--- config.mk ---
export PLATFORM = sky130hd
export DESIGN_NAME = bcd_conv_arbiter
export DESIGN_NICKNAME = d
export VERILOG_FILES = /design/src/rtl/bcd_conv_arbiter.sv
export SDC_FILE = /design/constraint.sdc
export NUM_CORES = 1
export LEC_CHECK = 0
export CAP_MARGIN = 20
export CORE_ASPECT_RATIO = 0.6
export CORE_MARGIN = 3
export CORE_UTILIZATION = 25
export DETAILED_ROUTE_END_ITERATION = 7
export GPL_TIMING_DRIVEN = 0
export SETUP_SLACK_MARGIN = 0.1
export SLEW_MARGIN = 20
export SYNTH_ARGS = -nofsm -noshare
export SYNTH_HDL_FRONTEND = slang
export SYNTH_SLANG_ARGS = --single-unit
export TNS_END_PERCENT = 50
--- constraint.sdc ---
create_clock -name clk -period 3.5 [get_ports clk]
set_clock_uncertainty 0.05 [all_clocks]
set_input_delay 0.35 -clock clk [delete_from_list [all_inputs] [get_ports clk]]
set_output_delay 0.35 -clock clk [all_outputs]
set_load 0.05 [all_outputs]
--- src/rtl/bcd_conv_arbiter.sv ---
// Two-requester round-robin binary-to-BCD converter (double-dabble, one bit per clock).
// Define BCD_OVF_EN to add a guard digit and a live ovf flag; otherwise ovf is tied low.
module bcd_conv_arbiter #(
  parameter int unsigned WIDTH_BIN = 13,
  parameter int unsigned DIGITS    = 4
) (
  input  logic                  clk,
  input  logic                  rst,
  input  logic                  req0,
  input  logic [WIDTH_BIN-1:0]  bin0,
  input  logic                  req1,
  input  logic [WIDTH_BIN-1:0]  bin1,
  output logic                  ack0,
  output logic                  ack1,
  output logic                  busy,
  output logic                  done,
  output logic                  done_id,
  output logic [4*DIGITS-1:0]   bcd,
  output logic                  ovf
);

`ifdef BCD_OVF_EN
  localparam int unsigned ACC_DIGITS = DIGITS + 1;
`else
  localparam int unsigned ACC_DIGITS = DIGITS;
`endif
  localparam int unsigned ACC_W = 4 * ACC_DIGITS;
  localparam int unsigned CNT_W = $clog2(WIDTH_BIN + 1);

  typedef enum logic [1:0] {StIdle, StShift, StDone} state_e;

  state_e               state;
  logic [ACC_W-1:0]     acc;
  logic [ACC_W-1:0]     acc_adj;
  logic [WIDTH_BIN-1:0] sr;
  logic [CNT_W-1:0]     cnt;
  logic                 last_grant;
  logic                 grant1;

  // On a tie the requester that did not win last time gets the slot.
  assign grant1 = req1 & (~req0 | ~last_grant);

  always_comb begin
    acc_adj = acc;
    for (int i = 0; i < int'(ACC_DIGITS); i++) begin
      if (acc[4*i +: 4] >= 4'd5) acc_adj[4*i +: 4] = acc[4*i +: 4] + 4'd3;
    end
  end

`ifdef BCD_OVF_EN
  logic lost;
`else
  logic unused_top;
  assign unused_top = acc_adj[ACC_W-1];
  assign ovf        = 1'b0;
`endif

  always_ff @(posedge clk or posedge rst) begin
    if (rst) begin
      state      <= StIdle;
      acc        <= '0;
      sr         <= '0;
      cnt        <= '0;
      last_grant <= 1'b1;
      ack0       <= 1'b0;
      ack1       <= 1'b0;
      busy       <= 1'b0;
      done       <= 1'b0;
      done_id    <= 1'b0;
      bcd        <= '0;
`ifdef BCD_OVF_EN
      lost       <= 1'b0;
      ovf        <= 1'b0;
`endif
    end else begin
      ack0 <= 1'b0;
      ack1 <= 1'b0;
      done <= 1'b0;
      unique case (state)
        StIdle: begin
          if (req0 || req1) begin
            sr         <= grant1 ? bin1 : bin0;
            acc        <= '0;
            cnt        <= '0;
            last_grant <= grant1;
            done_id    <= grant1;
            ack0       <= ~grant1;
            ack1       <= grant1;
            busy       <= 1'b1;
            state      <= StShift;
`ifdef BCD_OVF_EN
            lost       <= 1'b0;
`endif
          end
        end
        StShift: begin
          if (cnt == CNT_W'(WIDTH_BIN)) begin
            state <= StDone;
            done  <= 1'b1;
            bcd   <= acc[4*DIGITS-1:0];
`ifdef BCD_OVF_EN
            ovf   <= (acc[ACC_W-1:4*DIGITS] != '0) | lost;
`endif
          end else begin
            acc <= {acc_adj[ACC_W-2:0], sr[WIDTH_BIN-1]};
            sr  <= {sr[WIDTH_BIN-2:0], 1'b0};
            cnt <= cnt + CNT_W'(1);
`ifdef BCD_OVF_EN
            lost <= lost | acc_adj[ACC_W-1];
`endif
          end
        end
        StDone: begin
          busy  <= 1'b0;
          state <= StIdle;
        end
        default: state <= StIdle;
      endcase
    end
  end

endmodule

==> qor.csv <==
metric;value;unit
Slew @ Worst Pin;517;ps
# hold bufs at CTS;0;
layout cells sized above 1;17.9;%
RSZ-0062 raised after global routing;false;
CP endpoint kind;register;
Antenna Nets Post-Route;0;
Port Buffers;50;
WP data required;3650;ps
dominant synthesized flop cell;dfrtp_1;
internal power;2.32;mW
register area;0.00143;mm2
relative slew slack;65.5;%
leakage;1.70;nW
largest net degree at the start of global routing;34;
final cell count without fillers;469;
post-CTS setup buffer count;0;
CTS tree;done;
# IOs;52;
syn_area_per_cell;10.9;um2
Post-Syn Area;0.00288;mm2
P&R area growth vs syn;34.3;%
Multi-input gate area;0.00132;mm2
flop2flop setup slack;1620;ps
Sw Pwr;1.60;mW
initial antenna violation count;0;
Hold Vio Cnt, Final;0;
Hold Path Class;in -> async;
Comb pwr share;48.1;%
core area;0.0109;mm2
# H-tree levels;3;
worst skew pair latency;330;ps
total wire length;7000;um
Critical Path Fanout Max;10;
aggregate global-route resource usage;11.9;%
initial drt markers;118;
worst vdd ir;0.264;mV
Final Critical Period;1880;ps
Worst Setup Start Kind;register;
length of the first detailed-routing pass in iterations;4;
global-route wire length before repair;11600;um
GR Overflow Total;0;
Clock Sinks;57;
die width;145;um
Mapped Cells;263;
crit share post-route;53.8;%
Post-Synthesis Net Count;303;
Post-synth EDFFs;0;
Synth cell types;41;
gp weighted congestion;0.758;
Num CTS Buffers;9;
max_cap viols;0;
Final Max Slew Viols;0;
DR vias;2171;
Fill cells;1083;
DIE HEIGHT;89.1;um
Arrival @ worst endpoint;2030;ps
power density cells;1010;mW/mm2
post-synthesis sequential area ratio;49.6;%
sequential share of power;30.3;%
Clock Path Buffers;2;
dpl hpwl;5230;um
post-synthesis async set-or-reset flop share;100;%
Initial Util;26.4;%
setup TNS;0;ps
clk root buf;clkbuf_16;
Clk pwr share;21.6;%
Synth Register Bits;57;
# rows;29;
cts repair resizes;0;
Clock transition at path regs;50;ps
number of global-route vias before repair;2224;
Routed WL per cell;14.9;um
n_diodes;0;
status;finished, final reports clean;
Syn. warnings;0;
WS Path Type;reg -> reg;
highest clock rate;531;MHz
vias per cell;4.63;
Total Nets Final;365;
Post-Place Cells;453;
die area;0.0129;mm2
switching share of total power;40.8;%
DRC Markers;0;
Final setup violation count;0;
cell usage after synthesis, drive strengths merged (5+ instances only):
cell	n	area, um2
dfrtp	56	1400
a21oi	32	194
nor2	24	131
nand2	22	82.6
mux2	20	225
buf	12	80.1
inv	12	45.0
o2bb2ai	12	105
ha	10	125
nand3	9	45.0
mux2i	8	80.1
o21ai	8	43.8
o31ai	8	60.1
nand2b	5	38.8
xnor2	5	43.8
registers in the layout, summed over array words and instances, names as in the netlist:
signal	count
state	2
ack1	1
ack0	1
done	1
sr	13
cnt	4
busy	1
bcd	16
last_grant	1
acc	16
done_id	1
through the flow:
| step | worst slack (ps) | instance area [um2] | util [%] | hold slack (ps) | total power [mW] |
|---|---|---|---|---|---|
| 3_3_place_gp | 576 | 3550 | 32.6 | 411 | 3.03 |
| 4_1_cts | 1580 | 3860 | 35.5 | 309 | 3.98 |
| 2_1_floorplan | 1700 | 2880 | - | 370 | 2.56 |
| 5_1_grt | 1460 | 3860 | 35.5 | 344 | 4.21 |
| 6_report | 1620 | 3860 | 35.5 | 308 | 3.92 |
| 3_5_place_dp | 1450 | 3570 | 32.8 | 419 | 3.11 |
power groups by stage:
stage / Clock [mW] / Combinational [mW] / Sequential (mW)
floorplan: 0 / 1.12 / 1.43
global placement: 0 / 1.85 / 1.19
detailed placement: 0 / 1.91 / 1.20
CTS: 0.871 / 1.91 / 1.19
global route: 0.899 / 2.07 / 1.24
finish: 0.846 / 1.89 / 1.19
critical path, stage by stage (launching register included):
cell and delay, ps:
dfrtp_1 400, inv_1 70, ha_1 150, nand3_1 210, nor2_4 290, buf_4 250, mux2_1 340
path summary, 6_finish.rpt:
path | cells after the start | startpoint | to
min | 2 | rst | acc[6]$_DFFE_PP0P_
max | 6 | cnt[1]$_DFFE_PP0P_ | bcd[15]$_DFFE_PP0P_
max in group asynchronous | 3 | rst | last_grant$_DFFE_PP1P_
min in group clk | 1 | done_id$_DFFE_PP0P_ | done_id$_DFFE_PP0P_
max reg2reg | 6 | cnt[1]$_DFFE_PP0P_ | bcd[15]$_DFFE_PP0P_
min reg2reg | 1 | done_id$_DFFE_PP0P_ | done_id$_DFFE_PP0P_
logic make-up after synthesis:
logic type                 after synthesis  synth area share, %
xor gates and xnor gates                 6                 1.83
DFF                                     57                 49.6
buffers and inverters                   25                 4.48
adders and majority gates               10                 4.35
other                                    1                0.130
and+or+nand+nor                         67                 12.1
AOI/OAI and AO/OA                       69                 16.9
muxes                                   28                 10.6
placed cells by master, fill, tap and decap left out, types with 4 or more instances in the layout:
master	count
ha_1	10
clkbuf_16	9
nand2b_1	4
dfrtp_1	56
o2bb2ai_1	12
xnor2_1	5
mux2_1	9
inv_1	10
mux2_2	11
nand3_1	9
a21oi_2	9
a32o_1	4
clkbuf_1	4
mux2i_1	8
a21oi_1	23
nand2_1	22
nor2_1	19
o21ai_0	5
buf_2	7
clkdlybuf4s50_1	50
o31ai_1	8
cell type report:
| class | instances | area share, % |
|---|---|---|
| plain buffers | 13 | 2.17 |
| clock buffers | 13 | 6.47 |
| clock inverters | 3 | 1.04 |
| inverters | 12 | 1.23 |
| multi-input cells | 181 | 34.2 |
| flip-flops and latches | 57 | 36.9 |
| well taps | 139 | 4.50 |
| repair buffers | 51 | 13.5 |
metal layers:
layer  track usage (%)  share of wire [%]  vias to the layer above
li1                  -                  -                     1054
met1              17.0                 52                     1047
met2              15.9                 39                       64
met3              5.40                8.2                        6
met4              3.81               0.94                        0
met5                 0                  0                        -
No activity file was read; power rests on OpenSTA's default activity.
